`src/rtl/baugh_pkg.sv`:
```
// rtl/baugh_pkg.sv - shared FSM state type and counter sizing for the Baugh-Wooley MAC
package baugh_pkg;

    typedef enum logic [1:0] {
        IDLE = 2'd0,
        BUSY = 2'd1,
        DONE = 2'd2
    } state_e;

    // Row counter must be able to hold WIDTH, the index of the sign row.
    function automatic int cnt_bits(input int width);
        return $clog2(width + 1);
    endfunction

endpackage

```
`src/rtl/baugh_pp_row.sv`:
```
// rtl/baugh_pp_row.sv - one shifted, signed partial-product row
module baugh_pp_row
    import baugh_pkg::*;
#(
    parameter int WIDTH = 8,
    localparam int PW = 2 * WIDTH + 2,
    localparam int CW = cnt_bits(WIDTH)
) (
    input  logic [WIDTH:0]  a_ext_i,
    input  logic            b_bit_i,
    input  logic [CW-1:0]   row_i,
    input  logic            sign_row_i,
    output logic [PW-1:0]   row_o
);

    logic [PW-1:0] a_wide;
    logic [PW-1:0] shifted;

    // a_ext is a (WIDTH+1)-bit two's complement value; widen, gate and weight it.
    always_comb begin
        a_wide  = {{(PW - WIDTH - 1){a_ext_i[WIDTH]}}, a_ext_i};
        shifted = b_bit_i ? (a_wide << row_i) : '0;
        // The top bit of b_ext carries negative weight, so its row is subtracted.
        row_o   = sign_row_i ? (PW'(0) - shifted) : shifted;
    end

endmodule

```
`src/rtl/baugh_seq_mac.sv`:
```
// rtl/baugh_seq_mac.sv - iterative Baugh-Wooley multiply-accumulate, one row per clock
module baugh_seq_mac
    import baugh_pkg::*;
#(
    parameter int WIDTH     = 8,
    parameter int ACC_WIDTH = 2 * WIDTH + 8
) (
    input  logic                   clk,
    input  logic                   rst_n,
    input  logic                   in_valid,
    output logic                   in_ready,
    input  logic [WIDTH-1:0]       a,
    input  logic [WIDTH-1:0]       b,
    input  logic                   a_signed,
    input  logic                   b_signed,
    input  logic                   acc_load,
    input  logic                   acc_en,
    output logic                   out_valid,
    input  logic                   out_ready,
    output logic [2*WIDTH-1:0]     product,
    output logic [ACC_WIDTH-1:0]   acc,
    output logic                   acc_ovf
);

    localparam int PW = 2 * WIDTH + 2;
    localparam int CW = cnt_bits(WIDTH);

    state_e                 state_q, state_d;
    logic [WIDTH:0]         a_ext_q, a_ext_d;
    logic [WIDTH:0]         b_ext_q, b_ext_d;
    logic                   sgn_q, sgn_d;
    logic                   load_q, load_d;
    logic                   en_q, en_d;
    logic [CW-1:0]          cnt_q, cnt_d;
    logic [PW-1:0]          sum_q, sum_d;
    logic [2*WIDTH-1:0]     product_q, product_d;
    logic [ACC_WIDTH-1:0]   acc_q, acc_d;
    logic                   ovf_q, ovf_d;

    logic                   last_row;
    logic [PW-1:0]          row;
    logic [PW-1:0]          sum_next;
    logic [2*WIDTH-1:0]     prod_next;
    logic [ACC_WIDTH-1:0]   prod_ext;
    logic [ACC_WIDTH-1:0]   acc_sum;
    logic                   add_ovf;

    assign last_row = (cnt_q == CW'(WIDTH));

    baugh_pp_row #(.WIDTH(WIDTH)) u_row (
        .a_ext_i    (a_ext_q),
        .b_bit_i    (b_ext_q[cnt_q]),
        .row_i      (cnt_q),
        .sign_row_i (last_row),
        .row_o      (row)
    );

    // Running sum, the product it yields, and the accumulator candidate.
    always_comb begin
        sum_next  = sum_q + row;
        prod_next = sum_next[2*WIDTH-1:0];
        if (sgn_q) begin
            prod_ext = ACC_WIDTH'($signed(prod_next));
        end else begin
            prod_ext = ACC_WIDTH'(prod_next);
        end
        acc_sum = acc_q + prod_ext;
        add_ovf = (acc_q[ACC_WIDTH-1] == prod_ext[ACC_WIDTH-1]) &&
                  (acc_sum[ACC_WIDTH-1] != acc_q[ACC_WIDTH-1]);
    end

    // Next-state and datapath updates for IDLE -> BUSY -> DONE -> IDLE.
    always_comb begin
        state_d   = state_q;
        a_ext_d   = a_ext_q;
        b_ext_d   = b_ext_q;
        sgn_d     = sgn_q;
        load_d    = load_q;
        en_d      = en_q;
        cnt_d     = cnt_q;
        sum_d     = sum_q;
        product_d = product_q;
        acc_d     = acc_q;
        ovf_d     = ovf_q;
        unique case (state_q)
            IDLE: begin
                if (in_valid) begin
                    a_ext_d = {a_signed & a[WIDTH-1], a};
                    b_ext_d = {b_signed & b[WIDTH-1], b};
                    sgn_d   = a_signed | b_signed;
                    load_d  = acc_load;
                    en_d    = acc_en;
                    cnt_d   = '0;
                    sum_d   = '0;
                    state_d = BUSY;
                end
            end
            BUSY: begin
                sum_d = sum_next;
                cnt_d = cnt_q + 1'b1;
                if (last_row) begin
                    state_d   = DONE;
                    product_d = prod_next;
                    if (load_q) begin
                        acc_d = prod_ext;
                        ovf_d = 1'b0;
                    end else if (en_q) begin
                        acc_d = acc_sum;
                        ovf_d = ovf_q | add_ovf;
                    end
                end
            end
            DONE: begin
                if (out_ready) begin
                    state_d = IDLE;
                end
            end
            default: state_d = IDLE;
        endcase
    end

    // State register with synchronous active-low reset.
    always_ff @(posedge clk) begin
        if (!rst_n) begin
            state_q   <= IDLE;
            a_ext_q   <= '0;
            b_ext_q   <= '0;
            sgn_q     <= 1'b0;
            load_q    <= 1'b0;
            en_q      <= 1'b0;
            cnt_q     <= '0;
            sum_q     <= '0;
            product_q <= '0;
            acc_q     <= '0;
            ovf_q     <= 1'b0;
        end else begin
            state_q   <= state_d;
            a_ext_q   <= a_ext_d;
            b_ext_q   <= b_ext_d;
            sgn_q     <= sgn_d;
            load_q    <= load_d;
            en_q      <= en_d;
            cnt_q     <= cnt_d;
            sum_q     <= sum_d;
            product_q <= product_d;
            acc_q     <= acc_d;
            ovf_q     <= ovf_d;
        end
    end

    assign in_ready  = (state_q == IDLE);
    assign out_valid = (state_q == DONE);
    assign product   = product_q;
    assign acc       = acc_q;
    assign acc_ovf   = ovf_q;

endmodule

```
`config.mk`:
```
export PLATFORM = sky130hd
export DESIGN_NAME = baugh_seq_mac
export DESIGN_NICKNAME = d
export VERILOG_FILES = /design/src/rtl/baugh_pkg.sv /design/src/rtl/baugh_pp_row.sv /design/src/rtl/baugh_seq_mac.sv
export SDC_FILE = /design/constraint.sdc
export NUM_CORES = 1
export LEC_CHECK = 0
export CORE_MARGIN = 10
export CORE_UTILIZATION = 52
export CTS_CLUSTER_DIAMETER = 200
export CTS_CLUSTER_SIZE = 28
export DETAILED_ROUTE_END_ITERATION = 10
export HOLD_SLACK_MARGIN = 0.05
export PLACE_DENSITY = 0.77
export SLEW_MARGIN = 10
export SYNTH_ARGS = -nofsm -noshare
export SYNTH_HDL_FRONTEND = slang
export SYNTH_HIERARCHICAL = 1
export SYNTH_SLANG_ARGS = --single-unit
export TNS_END_PERCENT = 1
```
`constraint.sdc`:
```
create_clock -name clk -period 6.5 [get_ports clk]
set_clock_uncertainty 0.1 [all_clocks]
set_input_delay 1.3 -clock clk [delete_from_list [all_inputs] [get_ports clk]]
set_output_delay 1.3 -clock clk [all_outputs]
set_load 0.02 [all_outputs]
```
# After elaboration in Yosys (flattened, before gate mapping)
# Cells that the tools add are included.
word_totals:
  regBits: 86
  input_bits: 24
  out_inout_bits: 43
  wordCells: 55
op_classes:
  add_sub_neg: 4
  n_lt_le_gt_ge: 1
  eq_ne: 8
  shift: 1
  n_mux: 17
  n_bitwise: 4
  reduce_logical: 9
op_table:
  columns: ["operator", "count"]
  rows:
  - ["two-way mux 24 bit", 3]
  - ["two-way mux 18 bit", 3]
  - ["one-hot mux 18 bit (2 select lines)", 1]
  - ["adder 24 bit", 1]
  - ["adder 18 bit", 1]
  - ["<< shifter 18 x 4 -> 18 bit", 1]
  - ["subtractor 1 x 18 -> 18 bit (first input constant)", 1]
  - ["one-hot mux 4 bit (2 select lines)", 1]
  - ["two-way mux 2 bit", 3]
  - ["one-hot mux 2 bit (3 select lines)", 1]
  - ["AND reduction 2 bit", 3]
  - ["AND reduction 3 bit", 2]
  - ["less-than comparator 4 x 5 -> 1 bit (second input constant)", 1]
  - ["adder 4 x 1 -> 4 bit (second input constant)", 1]
  - ["binary-select mux 1 bit (select 4 bit)", 1]
  - ["== test 4 bit (second input constant)", 1]
  - ["two-way mux 4 bit", 1]
  - ["inequality test 2 x 1 -> 1 bit (second input constant)", 2]
  - ["nonzero test 2 bit", 2]
  - ["two-way mux 1 bit", 3]
  - ["bitwise AND 1 bit", 2]
  - ["== test 2 x 1 -> 1 bit (second input constant)", 1]
  - ["== test 2 bit (second input constant)", 1]
  - ["zero test 2 bit", 1]
  - ["5 further kinds", 6]

# Depth between registers and ports, before layout
# Gate-level depths: netlist (run 1).
depth:
  word_depth: 13
  depth_mapped: 30
  depth_no_buf: 28

# Hierarchy
# The synthesis (run 1) kept the hierarchy.
modules_own_cells:
  columns: ["module", "instances", "cells_each", "area_each_um2", "seq_area_each_um2"]
  rows:
  - ["baugh_seq_mac", 1, 652, 5073.6, 1681.6]
  - ["baugh_pp_row", 1, 170, 1224.9, 0.0]

# Worst setup path before layout (run 1)
# Ideal clock, no wire load.
synth_path:
  path_kind: "register to register"
  startpoint: "reg cnt_q[0]"
  endpoint: "reg acc_q[23], in the netlist acc[23]"
  setup_time_ns: 0.132
  arrival_time_ns: 6.255
  required_time_ns: 6.268
  slack_ns: 0.013
  path_stages_with_launch: 29
  path_buffers: 1
  synth_period_minus_slack_ns: 6.487
  path_cell_list: "dfxtp_1 > mux4_2 > mux2i_1 > o22ai_1 > nand2b_1 > clkbuf_1 > nor2_1 > nand2_1 > ha_1 > a21bo_2 > o21ai_0 > o31ai_1 > a32o_1 > ha_1 > a21oi_1 > o21ai_1 > a31o_1 > a2111o_1 > a2111oi_0 > nand4bb_1 > ha_1 > a21o_1 > a21o_1 > a2111oi_0 > o21ai_1 > a41oi_1 > a2111oi_0 > o31ai_1 > a21oi_1"
synth_via:
  elab_chain_cells: 10
  word_cells_on_any_way: 13
  cone_classes: "add/sub (3); eq/ne (1); shift (1); mux (7); reduce/logical (1)"
synth_lines:
  columns: ["item", "line_no", "rtl"]
  rows:
  - ["start: declaration", "baugh_seq_mac.sv:34", "logic [CW-1:0] cnt_q, cnt_d;"]
  - ["start signal: assignment", "baugh_seq_mac.sv:143", "cnt_q <= cnt_d;"]
  - ["binary-select mux 1 bit (select 4 bit)", "baugh_seq_mac.sv:52", ".b_bit_i (b_ext_q[cnt_q]),"]
  - ["two-way mux 1 bit (implied by the code)", "baugh_seq_mac.sv:52", null]
  - ["two-way mux 18 bit", "baugh_pp_row.sv:22", "shifted = b_bit_i ? (a_wide << row_i) : '0;"]
  - ["subtractor 1 x 18 -> 18 bit", "baugh_pp_row.sv:24", "row_o = sign_row_i ? (PW'(0) - shifted) : shifted;"]
  - ["two-way mux 18 bit (*)", "baugh_pp_row.sv:24", null]
  - ["via row[4]", "baugh_seq_mac.sv:41", "logic [PW-1:0] row;"]
  - ["adder 18 bit (*)", "baugh_seq_mac.sv:60", "sum_next = sum_q + row;"]
  - ["two-way mux 24 bit (*)", "baugh_seq_mac.sv:62", "if (sgn_q) begin"]
  - ["via prod_ext[14]", "baugh_seq_mac.sv:44", "logic [ACC_WIDTH-1:0] prod_ext;"]
  - ["adder 24 bit (*)", "baugh_seq_mac.sv:67", "acc_sum = acc_q + prod_ext;"]
  - ["two-way mux 24 bit (*)", "baugh_seq_mac.sv:107", "end else if (en_q) begin"]
  - ["two-way mux 24 bit (*)", "baugh_seq_mac.sv:104", "if (load_q) begin"]
  - ["end signal: assignment", "baugh_seq_mac.sv:134", "acc_q <= '0;"]
  - ["end signal: assignment", "baugh_seq_mac.sv:146", "acc_q <= acc_d;"]
  - ["end: declaration", "baugh_seq_mac.sv:37", "logic [ACC_WIDTH-1:0] acc_q, acc_d;"]
# The timed path passes the listed nets; every way through them passes the cells marked *. The select of a mux whose other input is x is not followed.
# A chain may end at the register's enable or synchronous reset.

# Worst setup path in the final report (run 1)
# Ends and elaborated chain as after synthesis.

==> impl_metrics.toml, run 1 <==
[routing]
drt-pass1-iter-count = 5
drtAntennaViolNets = 0
dr_total_vias = 6276
avgRoutedWirePerCell_um = 17.19
drt_wl_total_um = 17570
vias_per_cell = 6.141
drc = 0
violation_count_after_the_first_detailed_routing_iteration = 445

[finish]
finalNetCount = 941
fillers = 1046
antenna_cells = 0
layout.cells.non_filler = 1022
layout-drive-gt1-share = 0.09329
most-common-layout-cells = "sky130_fd_sc_hd__nand2_1 (139), sky130_fd_sc_hd__a21oi_1 (96), sky130_fd_sc_hd__dfxtp_1 (83)"
areaGrowthSynthToFinish_pct = 20.09
mostFrequentLayoutCell = "sky130_fd_sc_hd__nand2_1"

[global_routing]
globalRouteTotalUtil = 0.2064
vias_in_the_first_global_route = 5929
wire_length_of_the_first_global_routing_pass_um = 28710
initial_antenna_violation_count = 0
globalRoute.totalOverflow = 0
grt_max_degree = 65

[die]
floorplan.rows = 39
chipHeight_um = 129.6
die_w_um = 129.6
starting_density_of_the_core = 0.5379
floorplan.io_pins = 67
die_area_um2 = 16800
design.core.area_um2 = 11610

[yosys]
syn_inst = 815
post_synth_instance_area_um2 = 6247
post_synth.cell_area_avg_um2 = 7.665
mappedNetlistNets = 882
ys_warn_count = 6

[worst_setup_path]
cp_max_fo = 6
timing.critical_path.max_delay_family = "compound AO/OA/AOI/OAI gates"
worst-endpoint-arrival_ns = 6.28
worstSetupPathType = "flop to flop"
worst-path-buf-inv = 0
critical_path.max_stage_delay_ns = 0.49
cp_data_required_time_ns = 6.58
timing.critical_path.slowest_stage_cell = "sky130_fd_sc_hd__mux4_2"
setup.worst_path.end_class = "flop"
startpoint_type = "flop"

[sta]
min_period_over_period = 0.9536
finalHoldViolCount = 0
final_critical_period_ns = 6.198
timing_worst_slew_pin_value_ns = 1.072
achievable-frequency_mhz = 161.3
setup-violations-final = 0
timing.max_slew.rel_slack = 0.2844
setup_tns_ns = 0
pins_over_slew_limit = 0

[clock_tree]
total_of_hold_buffers_inserted_after_clock_tree_synthesis = 0
cts_inserted_buffers = 9
max-clock-path-buffers = 2
cts_tree = "yes"
numClockSinks = 84
root_buffer = "sky130_fd_sc_hd__clkbuf_16"
ctsHtreeMaxLevel = 3
clock_latency_ns = 0.34
clkTransAtPathRegs_ns = 0.06

[place]
globalplace.congestion = 0.9215
port_buffers = 66
dpl.cell_count = 1002
post-dp-hpwl_um = 12920

[run_status]
run_status = "finished clean"

[pwr]
power_density_nw_per_um2 = 157.2
irDropWorstVdd_v = 0.0001238
leakage_power_nw = 3.071

[hold_path]
worst_hold_path_type = "flop to flop"

[job]
cap_violations = 0
-- sequential cells by signal (all words and copies together) (netlist names) --
register	count
acc	24
product	16
sum_q	16
a_ext_q	9
b_ext_q	9
cnt_q	4
state_q	2
acc_ovf	1
en_q	1
load_q	1
sgn_q	1
-- worst paths after layout --
kind / from / endpoint / slack, ns / depth (start not counted)
min: b_ext_q[5] / b_ext_q[5] / 0.35 / 2
max reg2reg: cnt_q[0] / acc[23] / 0.30 / 26
max: cnt_q[0] / acc[23] / 0.30 / 26
min reg2reg: b_ext_q[5] / b_ext_q[5] / 0.35 / 2
-- what timing repair did --
action	CTS	global route
pin swaps	0	10
buffers inserted	0	4
endpoints found under the setup margin	2	8
resized for setup	2	21
hold endpoints to repair	0	0
-- metal layers --
metal | part of all wire | routed length, um | global-route usage | vias to the layer above
met5 | 0 | 0 | 0 | -
met4 | 0.020 | 354 | 0.06614 | 0
met3 | 0.052 | 914 | 0.04038 | 25
met2 | 0.48 | 8352 | 0.3442 | 170
met1 | 0.45 | 7945 | 0.2628 | 2982
li1 | - | - | - | 3099
-- area by class of cell --
cell class	instances	area [um^2]	area share
timing repair buffer	94	870.8	0.1161
sequential	84	1685	0.2247
clock inverter	5	36.28	0.004837
tap	143	178.9	0.02385
clock buffer	11	252.7	0.03369
multi-input combinational	660	4384	0.5844
inverter	25	93.84	0.01251
-- tightest hold or removal path, cell delays in order, from the launching register on --
cell                      delay (ns)
sky130_fd_sc_hd__dfxtp_1        0.31
sky130_fd_sc_hd__nand2_1        0.05
sky130_fd_sc_hd__a21oi_1        0.05
-- where the power goes --
group          switching, mW  internal, mW  total, mW
Clock                  0.220         0.280      0.500
Sequential            0.0117         0.524      0.535
Combinational         0.0871        0.0573      0.144
Total                  0.319         0.861       1.18
-- metrics by stage --
step	util	hold slack, ns	cell area, um^2	total power [mW]	worst slack, ns
6_report	0.6460	0.3541	7502	1.179	0.3019
5_1_grt	0.6460	0.3758	7502	1.226	-0.08221
4_1_cts	0.6343	0.3566	7367	1.183	0.02600
3_5_place_dp	0.6087	0.3479	7069	0.6866	-0.07255
3_3_place_gp	0.6087	0.3415	7069	0.6828	0.2252
2_1_floorplan	-	0.3325	6247	0.6400	0.01313
Power figures use the tool's default switching activity.
==> run 2, diff against run 1 <==
Settings changed: SETUP_SLACK_MARGIN set to 0.5, TNS_END_PERCENT 1 to 50.
==> run 2 against run 1 <==
Against the previous run:
- sequential power is essentially flat
- combinational power grew 8%
- clock-buffer cell count is the same
- power shrank 0.13%
- highest routed layer unchanged
- largest cell class unchanged
- fmax grew 2.8%
==> impl_metrics.toml, run 2 (synthesized netlist as in run 1, its figures left out) <==
[run_status]
run_status = "finished clean"

[worst_setup_path]
startpoint_type = "flop"
cp_max_fo = 4
worst-path-buf-inv = 4
setup.worst_path.end_class = "flop"
critical_path.most_common_cell = "sky130_fd_sc_hd__buf_4"
critical_path.max_stage_delay_ns = 0.52
timing.critical_path.slowest_stage_cell = "sky130_fd_sc_hd__mux4_2"
cp_data_required_time_ns = 6.59
timing.critical_path.max_delay_family = "compound AO/OA/AOI/OAI gates"
worstSetupPathType = "flop to flop"
worst-endpoint-arrival_ns = 6.12

[finish]
antenna_cells = 0
most-common-layout-cells = "sky130_fd_sc_hd__nand2_1 (136), sky130_fd_sc_hd__a21oi_1 (92), sky130_fd_sc_hd__dfxtp_1 (83)"
largest_register_ffs = 24
areaGrowthSynthToFinish_pct = 24.71
layout-drive-gt1-share = 0.1362
fillers = 968
mostFrequentLayoutCell = "sky130_fd_sc_hd__nand2_1"
postLayoutCoreUtil = 0.6709
finalNetCount = 958
layout.cell_area.non_filler_um2 = 7791

[routing]
met2WireLength_um = 8662
highest_layer = "met4"
route.met3.wl_um = 1111
drtAntennaViolNets = 0
drc = 0
dr_total_vias = 6393
violation_count_after_the_first_detailed_routing_iteration = 488
drt-pass1-iter-count = 5
vias_per_cell = 6.153
avgRoutedWirePerCell_um = 17.24
drt-met1-wl_um = 7652
drt_wl_total_um = 17910

[sta]
pins_over_slew_limit = 0
achievable-frequency_mhz = 165.8
finalHoldViolCount = 0
final_critical_path_setup_slack_ns = 0.4695
final_critical_period_ns = 6.031
worst_hold_slack_ns = 0.3553
setup_tns_ns = 0
timing.max_slew.rel_slack = 0.2772
min_period_over_period = 0.9278
setup_repair_after_global_routing_missed_its_margin = "yes"
setup-violations-final = 0
timing_worst_slew_pin_value_ns = 1.083

[clock_tree]
cts_tree = "yes"
root_buffer = "sky130_fd_sc_hd__clkbuf_16"
ctsHtreeMaxLevel = 3
max-clock-path-buffers = 2
numClockSinks = 84
clock_latency_ns = 0.35
clkTransAtPathRegs_ns = 0.07
total_of_hold_buffers_inserted_after_clock_tree_synthesis = 0
cts_inserted_buffers = 9

[global_routing]
vias_in_the_first_global_route = 6090
globalRoute.totalOverflow = 0
grt_max_degree = 65
wire_length_of_the_first_global_routing_pass_um = 29010
initial_antenna_violation_count = 0
globalRouteTotalUtil = 0.2078

[place]
preCtsSetupSlack_ns = -0.02843
post-dp-hpwl_um = 12870
postPlaceCellArea_um2 = 7103
port_buffers = 66
globalplace.congestion = 0.9174

[job]
cap_violations = 0

[die]
floorplan.rows = 39
floorplan.io_pins = 67
design.core.area_um2 = 11610
die_area_um2 = 16800
chipHeight_um = 129.6
starting_density_of_the_core = 0.5379
die_w_um = 129.6

[pwr]
leakage_power_nw = 3.181
power_density_nw_per_um2 = 151.2
irDropWorstVdd_v = 0.0001747

[hold_path]
worst_hold_path_type = "flop to flop"
==> run 2: what timing repair did <==
item	in CTS	in global routing
buffers inserted	10	14
gates cloned	0	0
pin swaps	11	9
gates resized for setup	24	26
setup endpoints to repair	8	9
==> run 2: layer usage <==
metal  GRT usage  vias to the layer above
li1            -                     3118
met1      0.2608                     3005
met2      0.3491                      236
met3     0.03140                       34
met4     0.08664                        0
met5           0                        -
==> run 2: worst paths after layout <==
kind | slack (ns) | from | to | depth (start not counted)
worst min register to register | 0.36 | b_ext_q[2] | b_ext_q[2] | 2
worst max-delay path | 0.47 | cnt_q[0] | acc[23] | 27
worst max register to register | 0.47 | cnt_q[0] | acc[23] | 27
worst min-delay path | 0.36 | b_ext_q[2] | b_ext_q[2] | 2
==> run 2: tightest hold or removal path, stage by stage, from the launching register on <==
cell	delay, ns
sky130_fd_sc_hd__dfxtp_1	0.31
sky130_fd_sc_hd__nand2_1	0.05
sky130_fd_sc_hd__a21oi_1	0.05
==> run 2: report_power, final <==
part / internal (mW) / switching (mW)
clock: 0.270 / 0.218
combinational: 0.0638 / 0.0910
sequential: 0.524 / 0.0114
==> run 2: metrics by stage <==
step	instances	total power, mW
6_report	1039	1.178
5_1_grt	1039	1.224
4_1_cts	1025	1.177
3_5_place_dp	999	0.6877
3_3_place_gp	999	0.6835
2_1_floorplan	815	0.6418
==> run 2: area by class of cell <==
cell class / count / area (um^2) / share of cell area
Inverter: 25 / 93.84 / 0.01204
Tap cell: 143 / 178.9 / 0.02296
Timing Repair Buffer: 111 / 1002 / 0.1286
Sequential cell: 84 / 1685 / 0.2163
Clock inverter: 5 / 35.03 / 0.004497
Clock buffer: 11 / 242.7 / 0.03115
Multi-Input combinational cell: 660 / 4553 / 0.5844
